<file path="config.mk">
export PLATFORM = sky130hd
export DESIGN_NAME = fetch_stage
export DESIGN_NICKNAME = d
export VERILOG_FILES = /design/src/rtl/fetch_stage.sv
export SDC_FILE = /design/constraint.sdc
export NUM_CORES = 1
export LEC_CHECK = 0
export BUFFER_PORTS_ARGS = -buffer_cell sky130_fd_sc_hd__buf_4
export CORE_MARGIN = 2
export CORE_UTILIZATION = 45
export DETAILED_ROUTE_END_ITERATION = 6
export PLACE_DENSITY = 0.86
export SLEW_MARGIN = 40
export SYNTH_ARGS = -nofsm -noshare
export SYNTH_HDL_FRONTEND = slang
export SYNTH_SLANG_ARGS = --single-unit
</file>
<file path="constraint.sdc">
create_clock -name clk -period 2.4 [get_ports clk]
set_input_delay 0.12 -clock clk [delete_from_list [all_inputs] [get_ports clk]]
set_output_delay 0.12 -clock clk [all_outputs]
set_load 0.05 [all_outputs]
</file>
<file path="src/rtl/fetch_stage.sv">
// rtl/fetch_stage.sv - instruction fetch stage with IF/ID register, stall/redirect handling and halt on ECALL/EBREAK
// Optional perf counters (perf_fetch_cnt, perf_stall_cnt) enabled by defining FETCH_PERF_CNT_EN.
module fetch_stage #(
    parameter logic [31:0] RESET_PC = 32'h0000_0000,
    parameter logic [31:0] NOP_INST = 32'h0000_0013
) (
    input  logic        clk,
    input  logic        rst,
    input  logic        stall,
    input  logic        redirect_valid,
    input  logic [31:0] redirect_pc,
    output logic [31:0] imem_addr,
    input  logic [31:0] imem_rdata,
    output logic [31:0] if_id_inst,
    output logic [31:0] if_id_pc,
    output logic [31:0] if_id_pc4,
    output logic        if_id_valid,
    output logic        halted
`ifdef FETCH_PERF_CNT_EN
    ,
    output logic [31:0] perf_fetch_cnt,
    output logic [31:0] perf_stall_cnt
`endif
);

    typedef enum logic {
        RUN  = 1'b0,
        HALT = 1'b1
    } state_t;

    state_t      state;
    logic [31:0] pc;
    logic [31:0] pc_plus4;
    logic        is_halt_inst;
    logic        unused_redirect_low;

    assign imem_addr           = pc;
    assign pc_plus4            = pc + 32'd4;
    assign unused_redirect_low = ^redirect_pc[1:0];

    // ECALL/EBREAK share the SYSTEM opcode with funct3 = 000
    assign is_halt_inst = (imem_rdata[6:0] == 7'b1110011) && (imem_rdata[14:12] == 3'b000);

    always_ff @(posedge clk) begin
        if (rst) begin
            state       <= RUN;
            pc          <= RESET_PC;
            if_id_inst  <= NOP_INST;
            if_id_pc    <= 32'd0;
            if_id_pc4   <= 32'd0;
            if_id_valid <= 1'b0;
            halted      <= 1'b0;
`ifdef FETCH_PERF_CNT_EN
            perf_fetch_cnt <= 32'd0;
            perf_stall_cnt <= 32'd0;
`endif
        end else if (redirect_valid) begin
            state       <= RUN;
            pc          <= {redirect_pc[31:2], 2'b00};
            if_id_inst  <= NOP_INST;
            if_id_pc    <= 32'd0;
            if_id_pc4   <= 32'd0;
            if_id_valid <= 1'b0;
            halted      <= 1'b0;
        end else if (stall) begin
`ifdef FETCH_PERF_CNT_EN
            perf_stall_cnt <= perf_stall_cnt + 32'd1;
`endif
        end else begin
            case (state)
                RUN: begin
                    if_id_inst  <= imem_rdata;
                    if_id_pc    <= pc;
                    if_id_pc4   <= pc_plus4;
                    if_id_valid <= 1'b1;
`ifdef FETCH_PERF_CNT_EN
                    perf_fetch_cnt <= perf_fetch_cnt + 32'd1;
`endif
                    // pc stays on the ECALL/EBREAK so a later resume sees its address
                    if (is_halt_inst) begin
                        state  <= HALT;
                        halted <= 1'b1;
                    end else begin
                        pc <= pc_plus4;
                    end
                end
                HALT: begin
                    if_id_inst  <= NOP_INST;
                    if_id_pc    <= 32'd0;
                    if_id_pc4   <= 32'd0;
                    if_id_valid <= 1'b0;
                end
                default: begin
                    state <= RUN;
                end
            endcase
        end
    end

endmodule

</file>
==> impl_results.md <==
* Outcome: finished clean
* Top FF cell, synth: dfxtp_1
* Peak supply drop at 0.736 mV
* Worst reg-to-reg path cell count at 6
* Global-route wire length before repair at 26.3 mm
* Worst min path class: in -> reg
* Htree depth at 4
* Critical path's top delay family: simple AND/OR/NAND/NOR gates
* Critical R2R Launch: imem_addr[3]$_SDFFE_PP0P_
* Worst path arrival time at 2.45 ns
* Wirelength per Cell at 16.7 µm
* Fraction of layout cells with a size suffix above 1 at 0.300
* Clk_skew at 0.00975 ns
* Worst setup EP type: register
* Vias at 5,307
* Maximum root-to-sink buffer count at 2
* Num rows at 40
* Part of the Yosys area used for sequential elements at 0.459
* Worst path buffer plus inverter count at 0
* All-Layer GR Usage at 0.257
* FF-to-FF setup slack at 0.26 ns
* WHS Path Cells at 3
* Routed wire length at 16.5 mm
* Die span in x at 114 µm
* Initial Utilization at 0.457
* Synth warn at 0
* CTS sink count at 125
* Critical-path cell list: ha_1 > and3_1 > nand3_4 > nor4_1 > xnor2_1 > a211oi_1
* Slew margin rel. at 0.459
* RSZ-0062 raised after global routing: false
* Slew Limit Fails at 0
* CP Class: reg -> reg
* Crit-path max FO at 15
* CP required at 2.72 ns
* Final Net Count at 899
* Drt first pass iters at 5
* Vias in the first global route at 5,066
* Final min period at 2.14 ns
* CTS tree: done
* Root Driver: clkbuf_16
* Routability cong. at 0.796
* Final Power at 5.64 mW
* Worst reg2reg path endpoint: imem_addr[22]$_SDFFE_PP0P_
* Synth area leaders: dfxtp_1 46%, a22oi_1 10%, nor2_1 7.2%
* Area leader, netlist: dfxtp_1
* Synth Register Bits at 125
* Cell Area, Synth at 5450 µm²
* CTS clk-pin slew, worst paths at 0.06 ns
* Die Area at 13,000 µm²
* Initial antenna violation count at 0
* P per Cell Area at 706 nW/µm²
* Slowest-stage cell, CP: dfxtp_1
* CP max stage delay at 0.41 ns
* Post-layout util at 0.671
* Area Overhead vs Synth at 46.6%
* Pin count of the biggest net entering global routing at 78
* Num CTS Buffers at 17
* Library cells used by synthesis at 53
* Placement Setup Slack at 0.334 ns
* Placed Area at 6930 µm²
* Post-CTS Setup Bufs at 0
* Fin. Hold Viols at 0
* Design area at 7990 µm²
* # setup viols final at 0
* Routed vias/inst at 5.37
* Worst setup margin at 0.261 ns
* Grt ovf at 0
* DP Wirelength at 10.1 mm
* FMAX at 467 MHz
* Buffers on Ports at 189
* 1st-iter DRT viols at 316
* Core footprint at 11,900 µm²
* Average cell area after synthesis at 8.92 µm²
* DRT antenna net count at 0
* Hold wc startpoint: redirect_pc[31]
* DRC at 0
* Worst skew pair latency at 0.41 ns
* I/O Pins at 198
* Worst setup SP type: register
* Max Cap Violations at 0
* Post-synth ARST share at 0
* Number of synthesized flops with an enable pin at 0
* Gate count after technology mapping at 611
* Crit share post-route at 0.891
* P_leak at 3.35 nW
* Die height at 114 µm
* Setup TNS at 0 ns
* Worst Max-Slew Pin Slew at 0.812 ns
* Hold EP: imem_addr[31]$_SDFFE_PP0P_
* Antenna diodes at 0
* Synth top area share at 0.459
-- through the flow --
step | hold WS, ns | std cells
final | 0.0209 | 989
after global routing | 0.0273 | 989
after CTS | 0.0146 | 989
after detailed placement | 0.359 | 909
after global placement | 0.348 | 909
after floorplan | 0.241 | 616
-- synthesized netlist by cell type, types with 2 or more instances --
| master | instances |
|---|---|
| o21a_1 | 9 |
| dfxtp_1 | 125 |
| and4_1 | 3 |
| or2_2 | 2 |
| o22ai_1 | 4 |
| nand2_1 | 30 |
| a21oi_1 | 15 |
| xnor2_1 | 41 |
| and3_1 | 4 |
| mux2i_1 | 2 |
| o21ai_0 | 15 |
| xor2_1 | 12 |
| nor2b_1 | 3 |
| nand3_1 | 10 |
| buf_2 | 8 |
| inv_1 | 14 |
| nor3_1 | 21 |
| o21ai_1 | 2 |
| nor2_1 | 104 |
| a211oi_1 | 13 |
| a22oi_1 | 73 |
| buf_4 | 9 |
| nand4_1 | 11 |
| nor4_1 | 6 |
| nor4_2 | 5 |
| nand4_4 | 2 |
| clkbuf_1 | 36 |
| buf_6 | 4 |
| buf_1 | 3 |
| or3_1 | 2 |
-- flip-flops by register name, summed over array words and instances (netlist names) --
register     count
halted           1
state            1
if_id_pc4       30
if_id_inst      32
imem_addr       30
if_id_valid      1
if_id_pc        30
-- repair_timing --
item                                    4_1_cts  5_1_grt
endpoints found under the hold margin        49        0
endpoints found under the setup margin        0        0
resized for setup                             0        0
hold buffers                                 49        0
-- report_power, final --
| part | total [mW] | switching [mW] | internal [mW] |
|---|---|---|---|
| logic | 0.918 | 0.567 | 0.351 |
| clock network | 2.48 | 0.884 | 1.60 |
| registers | 2.24 | 0.0872 | 2.15 |
-- how the worst max path moves through the flow --
stage,start,endpoint,slack (ns),cells past startpoint
6_report,imem_addr[3]$_SDFFE_PP0P_,imem_addr[22]$_SDFFE_PP0P_,0.26,6
2_1_floorplan,imem_addr[2]$_SDFFE_PP0P_,if_id_pc4[30]$_SDFFE_PP0N_,0.14,7
3_5_place_dp,imem_addr[3]$_SDFFE_PP0P_,imem_addr[22]$_SDFFE_PP0P_,0.33,6
3_3_place_gp,imem_addr[3]$_SDFFE_PP0P_,imem_addr[26]$_SDFFE_PP0P_,0.43,6
4_1_cts,imem_addr[3]$_SDFFE_PP0P_,imem_addr[22]$_SDFFE_PP0P_,0.24,6
5_1_grt,imem_addr[3]$_SDFFE_PP0P_,imem_addr[22]$_SDFFE_PP0P_,0.09,6
-- cell families after synthesis --
| kind of cell | share of synthesized area |
|---|---|
| other | 0.000688 |
| buffers and inverters | 0.0645 |
| adder cells (fa/ha/maj) | 0.00230 |
| multiplexers | 0.00574 |
| XOR/XNOR | 0.0852 |
| flip-flops | 0.459 |
| AND/OR/NAND/NOR | 0.205 |
| AO/OA/AOI/OAI | 0.177 |
-- layout make-up --
class | instances | area, µm²
Tap cell | 147 | 184
Fill cell | 940 | 3920
Timing Repair Buffer | 255 | 2060
Clock inverter | 7 | 87.6
Inverter | 14 | 52.6
Multi-Input combinational cell | 417 | 2620
Sequential cell | 125 | 2500
Clock buffer | 24 | 482
-- worst register-to-register path: stages, from the launching register on --
cell,delay (ns)
dfxtp_1,0.41
ha_1,0.30
and3_1,0.28
nand3_4,0.23
nor4_1,0.42
xnor2_1,0.14
a211oi_1,0.28
-- metal layers --
metal	part of all wire	global-route usage	wire length [µm]
met1	0.41	0.317	6840
met2	0.49	0.425	8180
met3	0.068	0.0691	1120
met4	0.024	0.104	396
met5	0	0	0
-- cell usage in the layout, fill, tap and decap left out, types with 17 or more instances in the layout --
master         Yosys  layout
a22oi_1           73      73
buf_4              9     204
clkbuf_16          0      17
dfxtp_1          125     125
dlygate4sd3_1      0      49
nand2_1           30      30
nor2_1           104     104
nor3_1            21      21
xnor2_1           41      41
Power figures use the tool's default switching activity.
